File: config.mk
export PLATFORM = sky130hd
export DESIGN_NAME = spi_cmd_decoder
export DESIGN_NICKNAME = d
export VERILOG_FILES = /design/src/rtl/spi_cmd_decoder.sv
export SDC_FILE = /design/constraint.sdc
export NUM_CORES = 1
export LEC_CHECK = 0
export BUFFER_PORTS_ARGS = -buffer_cell sky130_fd_sc_hd__buf_2
export CAP_MARGIN = 20
export CORE_UTILIZATION = 35
export CTS_BUF_LIST = sky130_fd_sc_hd__clkbuf_16
export CTS_CLUSTER_DIAMETER = 50
export CTS_CLUSTER_SIZE = 10
export DETAILED_ROUTE_END_ITERATION = 8
export GPL_TIMING_DRIVEN = 0
export HOLD_SLACK_MARGIN = 0.06
export PLACE_DENSITY = 0.51
export SLEW_MARGIN = 25
export SYNTH_ARGS = -nofsm -noshare
export SYNTH_HDL_FRONTEND = slang
export SYNTH_SLANG_ARGS = --single-unit
File: constraint.sdc
create_clock -name clk -period 2.4 [get_ports clk]
set_input_delay 0.48 -clock clk [delete_from_list [all_inputs] [get_ports clk]]
set_output_delay 0.48 -clock clk [all_outputs]
set_load 0.005 [all_outputs]
File: src/rtl/spi_cmd_decoder.sv
// spi_cmd_decoder
//   SPI slave front end for the PWM peripheral. SPI mode 0 (CPOL=0, CPHA=0).
//   sclk, cs_n and mosi are oversampled in the clk domain. Each frame is a
//   command byte followed by one or more data bytes. The block issues
//   single-cycle read/write strobes to the register file. On a read frame it
//   shifts the register read data back out on miso in the same frame.
//   The sclk frequency must not exceed f_clk/8.
//
//   Command byte: bit7 = 1 for write, 0 for read; bit6 is reserved and
//   ignored; bits[5:0] = register address.
//
//   Optional feature: define SPI_ADDR_AUTOINC_EN to allow several data bytes
//   per frame. With it defined, addr increments (and wraps) after each data
//   byte and the FSM stays in DATA. Without it, one data byte is accepted per
//   frame and any further bytes are ignored until cs_n rises.
//
// Ports
//   clk, rst_n   peripheral clock; asynchronous active-low reset
//   sclk         SPI clock (asynchronous to clk)
//   cs_n         SPI chip select, active-low
//   mosi         SPI data in, MSB first
//   miso         SPI data out, MSB first; 0 when not selected
//   read         one-clk read strobe
//   write        one-clk write strobe
//   addr         register address, held until the next command
//   data_read    register read data (combinational from the register file)
//   data_write   register write data, held until the next write
//   frame_err    one-clk pulse when a frame is aborted mid-byte
module spi_cmd_decoder #(
  parameter int SYNC_STAGES = 2,
  parameter int ADDR_W      = 6,
  parameter int DATA_W      = 8
) (
  input  logic              clk,
  input  logic              rst_n,
  input  logic              sclk,
  input  logic              cs_n,
  input  logic              mosi,
  output logic              miso,
  output logic              read,
  output logic              write,
  output logic [ADDR_W-1:0] addr,
  input  logic [DATA_W-1:0] data_read,
  output logic [DATA_W-1:0] data_write,
  output logic              frame_err
);

  localparam int CNT_W = (DATA_W > 1) ? $clog2(DATA_W) : 1;

  typedef enum logic [1:0] {IDLE, CMD, DATA, DONE} state_t;

  state_t              state, state_nxt;
  logic [CNT_W-1:0]    bit_cnt, bit_cnt_nxt;
  logic [DATA_W-1:0]   shreg, shreg_nxt;
  logic [DATA_W-1:0]   tx;
  logic                rd_frame, rd_frame_nxt;
  logic [ADDR_W-1:0]   addr_nxt;
  logic [DATA_W-1:0]   data_write_nxt;
  logic                read_nxt, write_nxt, frame_err_nxt;

  logic [SYNC_STAGES-1:0] sclk_sync, cs_sync, mosi_sync;
  logic                   sclk_s, sclk_d, cs_s, mosi_s;
  logic                   rise, fall, last_bit, tx_shift;
  logic [DATA_W-1:0]      rx_byte;

  // Synchronizers. cs_n resets to deselected.
  always_ff @(posedge clk or negedge rst_n) begin
    if (!rst_n) begin
      sclk_sync <= '0;
      cs_sync   <= '1;
      mosi_sync <= '0;
      sclk_d    <= 1'b0;
    end else begin
      sclk_sync <= {sclk_sync[SYNC_STAGES-2:0], sclk};
      cs_sync   <= {cs_sync[SYNC_STAGES-2:0], cs_n};
      mosi_sync <= {mosi_sync[SYNC_STAGES-2:0], mosi};
      sclk_d    <= sclk_s;
    end
  end

  assign sclk_s   = sclk_sync[SYNC_STAGES-1];
  assign cs_s     = cs_sync[SYNC_STAGES-1];
  assign mosi_s   = mosi_sync[SYNC_STAGES-1];
  assign rise     = sclk_s & ~sclk_d;
  assign fall     = ~sclk_s & sclk_d;
  assign last_bit = (bit_cnt == CNT_W'(DATA_W - 1));
  assign rx_byte  = {shreg[DATA_W-2:0], mosi_s};

  // The fall that follows the last rise of a byte leaves tx alone. This keeps
  // the first bit of a freshly loaded byte on miso until the master samples it.
  assign tx_shift = (state == DATA) && fall && (bit_cnt != '0);

  // While read is high, miso shows the register data directly. tx only holds
  // that data from the next cycle onwards.
  assign miso = (state == DATA && rd_frame && !cs_s)
              ? (read ? data_read[DATA_W-1] : tx[DATA_W-1])
              : 1'b0;

  always_comb begin
    state_nxt      = state;
    bit_cnt_nxt    = bit_cnt;
    shreg_nxt      = shreg;
    rd_frame_nxt   = rd_frame;
    addr_nxt       = addr;
    data_write_nxt = data_write;
    read_nxt       = 1'b0;
    write_nxt      = 1'b0;
    frame_err_nxt  = 1'b0;
`ifdef SPI_ADDR_AUTOINC_EN
    // A write keeps its address for the duration of the strobe, then moves on.
    if (write) addr_nxt = addr + 1'b1;
`endif
    if (cs_s) begin
      // Deselect takes priority over any edge seen in the same cycle.
      state_nxt     = IDLE;
      bit_cnt_nxt   = '0;
      frame_err_nxt = (bit_cnt != '0);
    end else begin
      case (state)
        IDLE: begin
          state_nxt   = CMD;
          bit_cnt_nxt = '0;
        end
        CMD: begin
          if (rise) begin
            shreg_nxt   = rx_byte;
            bit_cnt_nxt = bit_cnt + 1'b1;
            if (last_bit) begin
              bit_cnt_nxt  = '0;
              addr_nxt     = rx_byte[ADDR_W-1:0];
              rd_frame_nxt = ~rx_byte[DATA_W-1];
              read_nxt     = ~rx_byte[DATA_W-1];
              state_nxt    = DATA;
            end
          end
        end
        DATA: begin
          if (rise) begin
            shreg_nxt   = rx_byte;
            bit_cnt_nxt = bit_cnt + 1'b1;
            if (last_bit) begin
              bit_cnt_nxt = '0;
              if (!rd_frame) begin
                write_nxt      = 1'b1;
                data_write_nxt = rx_byte;
              end
`ifdef SPI_ADDR_AUTOINC_EN
              else begin
                // A read frame fetches the next address right away, so the
                // next byte can be reloaded before its first rise.
                read_nxt = 1'b1;
                addr_nxt = addr + 1'b1;
              end
`else
              state_nxt = DONE;
`endif
            end
          end
        end
        DONE: begin
          state_nxt = DONE;
        end
        default: begin
          state_nxt = IDLE;
        end
      endcase
    end
  end

  always_ff @(posedge clk or negedge rst_n) begin
    if (!rst_n) begin
      state      <= IDLE;
      bit_cnt    <= '0;
      shreg      <= '0;
      rd_frame   <= 1'b0;
      addr       <= '0;
      data_write <= '0;
      read       <= 1'b0;
      write      <= 1'b0;
      frame_err  <= 1'b0;
      tx         <= '0;
    end else begin
      state      <= state_nxt;
      bit_cnt    <= bit_cnt_nxt;
      shreg      <= shreg_nxt;
      rd_frame   <= rd_frame_nxt;
      addr       <= addr_nxt;
      data_write <= data_write_nxt;
      read       <= read_nxt;
      write      <= write_nxt;
      frame_err  <= frame_err_nxt;
      if (read)
        tx <= data_read;
      else if (tx_shift)
        tx <= {tx[DATA_W-2:0], 1'b0};
    end
  end

endmodule
==> results.yml <==
setup_path:
  reg2regPathDepth: 5
  crit_path_end_kind: "output port"
  start_kind: "flip-flop"
  crit_top_cell: "inv_1"
  required_ns: 1.92
  cp_max_fo: 5
  r2r_end: "shreg[5]$_DFFE_PN0P_"
  critPathLaunch: "state[0]$_DFFE_PN0P_"
  crit_path_top_delay_cell: "dfrtp_1"
  r2r_slack_ns: 0.69
  crit_chain: "inv_1 -> ha_1 -> inv_1 -> nor4_1 -> buf_2"
  worstPathArrival_ns: 1.65
  path_class: "flip-flop to output port"
  slowest_delay_ns: 0.38
  reg2reg_from: "state[1]$_DFFE_PN0P_"
sta:
  period_needed_ns: 2.13
  worst_slew_pin_slew_ns: 0.555
  setup_ws_ns: 0.275
  hold_viol_final: 0
  rsz0062_at_grt: "no"
  fin_worst_skew_ns: 0.00385
  setup_viol: 0
  finalCritPeriodShare: 0.885
  max_slew_margin: 0.630
  fmax_mhz: 471
  finalSetupTns_ns: 0
  slew_viol_final: 0
clock_tree:
  cts_tree: "built"
  cts_num_sinks: 45
  cts_setup_buffers: 0
  numCtsBuffers: 5
  htree_levels: 2
  ctsResizeCount: 0
  clockBufferDepth: 2
  holdBufCountCts: 0
  ctsRootBufferMaster: "clkbuf_16"
  clkSlewWorstSetupHoldPaths_ns: 0.06
  clk_latency_ns: 0.28
global_routing:
  grt_util_all_layers: 0.143
  grt_max_degree: 46
  overflow: 0
  grt_pass1_wl_um: 6580
  grt_pass1_vias: 1369
  antenna_found_initial: 0
place:
  placement.setup.worst_slack_ns: 0.630
  place_area_sq_um: 2190
  port-buffer-count: 30
  place_congestion: 0.746
  hpwl_um: 2470
floorplanning:
  fp.coreArea_sq_um: 5240
  dieWidth_um: 76.7
  rows: 26
  initial_core_util: 0.372
  boundaryPins: 31
  die_area_sq_um: 5880
  fp.dieH_um: 76.7
routing:
  routedWlPerCell_um: 13.8
  dr.pass1.iters: 4
  viasPerCell: 4.88
  ant_nets: 0
  vias: 1270
  drt_iter0_drc: 62
  drc_errors: 0
  routed_wl_um: 3590
cells_and_area:
  fillers: 496
  layout-drive-gt1-share: 0.368
  area_delta_synth_final_pct: 19.5
  final_cell_area_sq_um: 2330
  n_antenna_cell: 0
  post-route-util: 0.445
  nets: 209
synthesis:
  syn_inst: 152
  yosys_warnings: 0
  synth_top_cell_by_area: "dfrtp_1"
  ys_seq_elements: 45
  synth_cell_type_count: 33
  synthesis.area_sq_um: 1950
  synth_nets: 172
  netlist.area_leader.share: 0.552
  synth_area_leaders: "dfrtp_1 55%, mux2_2 12%, ha_1 4.5%"
  avgSynthCellArea_sq_um: 12.8
  yosysSeqAreaShare: 0.579
power:
  total_power_w: 0.00200
  ir_drop_mv: 0.308
  leakagePower_nw: 1.12
  power_density_nw_per_um2: 858
hold_path:
  hold_class: "primary input to asynchronous set/reset pin"
run_status:
  outcome: "finished clean"
run:
  cap_violations: 0
[cell usage after synthesis, drive strengths merged]
master  number
or3b         2
and3b        2
dfstp        2
mux2        21
or2b         1
inv          7
nand4b       1
o21ai       11
mux2i        2
a31oi        9
buf          1
a21oi        9
ha           7
and2b        1
o31ai        1
nor3         1
dfrtp       43
nand2b       2
clkbuf       4
nand3b       2
nand4        1
nor3b        2
nand2        1
nand3        4
and2         1
nor2b        9
nor4         1
nor2         4
[worst max-delay path: cells and delay by family, from the launching register on]
| kind | cells | cell delay (ns) |
|---|---|---|
| buf+inv | 3 | 0.38 |
| simple gates | 1 | 0.32 |
| fa+ha+maj | 1 | 0.29 |
| flops | 1 | 0.38 |
[kinds of logic (layout without fill, tap and decap cells)]
logic type,after synthesis,after routing,synth area share
simple gates,35,35,0.136
buf+inv,12,50,0.0250
flops,45,45,0.579
mux,23,23,0.131
compound gates,30,30,0.0840
fa+ha+maj,7,7,0.0449
[state kept, by name, indices dropped and copies added, names as in the netlist]
name and flops:
data_write 8, tx 8, shreg 7, addr 6, bit_cnt 3, cs_sync 2
mosi_sync 2, sclk_sync 2, state 2, frame_err 1, rd_frame 1, read 1
sclk_d 1, write 1
[power breakdown]
| group | internal [W] | switching [W] |
|---|---|---|
| registers | 0.000888 | 0.0000837 |
| logic | 0.000168 | 0.000214 |
| clock network | 0.000378 | 0.000268 |
[placed cells by master, fill, tap and decap left out, types with 2 or more instances in the layout]
master and n:
dfrtp_1 43, buf_2 29, mux2_2 21, o21ai_0 11
a31oi_1 9, a21oi_1 9, inv_1 8, nor2b_1 8
ha_1 7, clkbuf_16 5, clkbuf_1 4, nor2_1 3
nand3_1 3, buf_4 2, mux2i_1 2, nand2b_1 2
and3b_2 2, nor3b_1 2, dfstp_2 2
[worst max-delay path by stage]
stage	end	cells past startpoint
final	miso	5
after global routing	miso	5
after CTS	miso	5
after detailed placement	miso	5
after global placement	miso	5
after floorplan	shreg[0]$_DFFE_PN0P_	5
[through the flow]
step / instances / hold WS (ns)
6_report: 260 / 0.182
5_1_grt: 260 / 0.235
4_1_cts: 260 / 0.287
3_5_place_dp: 252 / 0.336
3_3_place_gp: 252 / 0.335
2_1_floorplan: 152 / 0.184
[metal layers]
layer	global-route usage	vias up	wire, um
li1	-	607	-
met1	0.174	624	1560
met2	0.233	31	1780
met3	0.0393	8	179
met4	0.0692	0	76
met5	0	-	0
[layout make-up]
| cell class | count | area (sq um) | share of cell area |
|---|---|---|---|
| timing repair buffer | 30 | 153 | 0.0655 |
| clock inverter | 3 | 15.0 | 0.00644 |
| inverter | 7 | 26.3 | 0.0113 |
| clock buffer | 5 | 125 | 0.0537 |
| tap | 70 | 87.6 | 0.0376 |
| buffer | 5 | 22.5 | 0.00966 |
| sequential | 45 | 1130 | 0.484 |
| multi-input combinational | 95 | 773 | 0.332 |
Power figures use the tool's default switching activity.
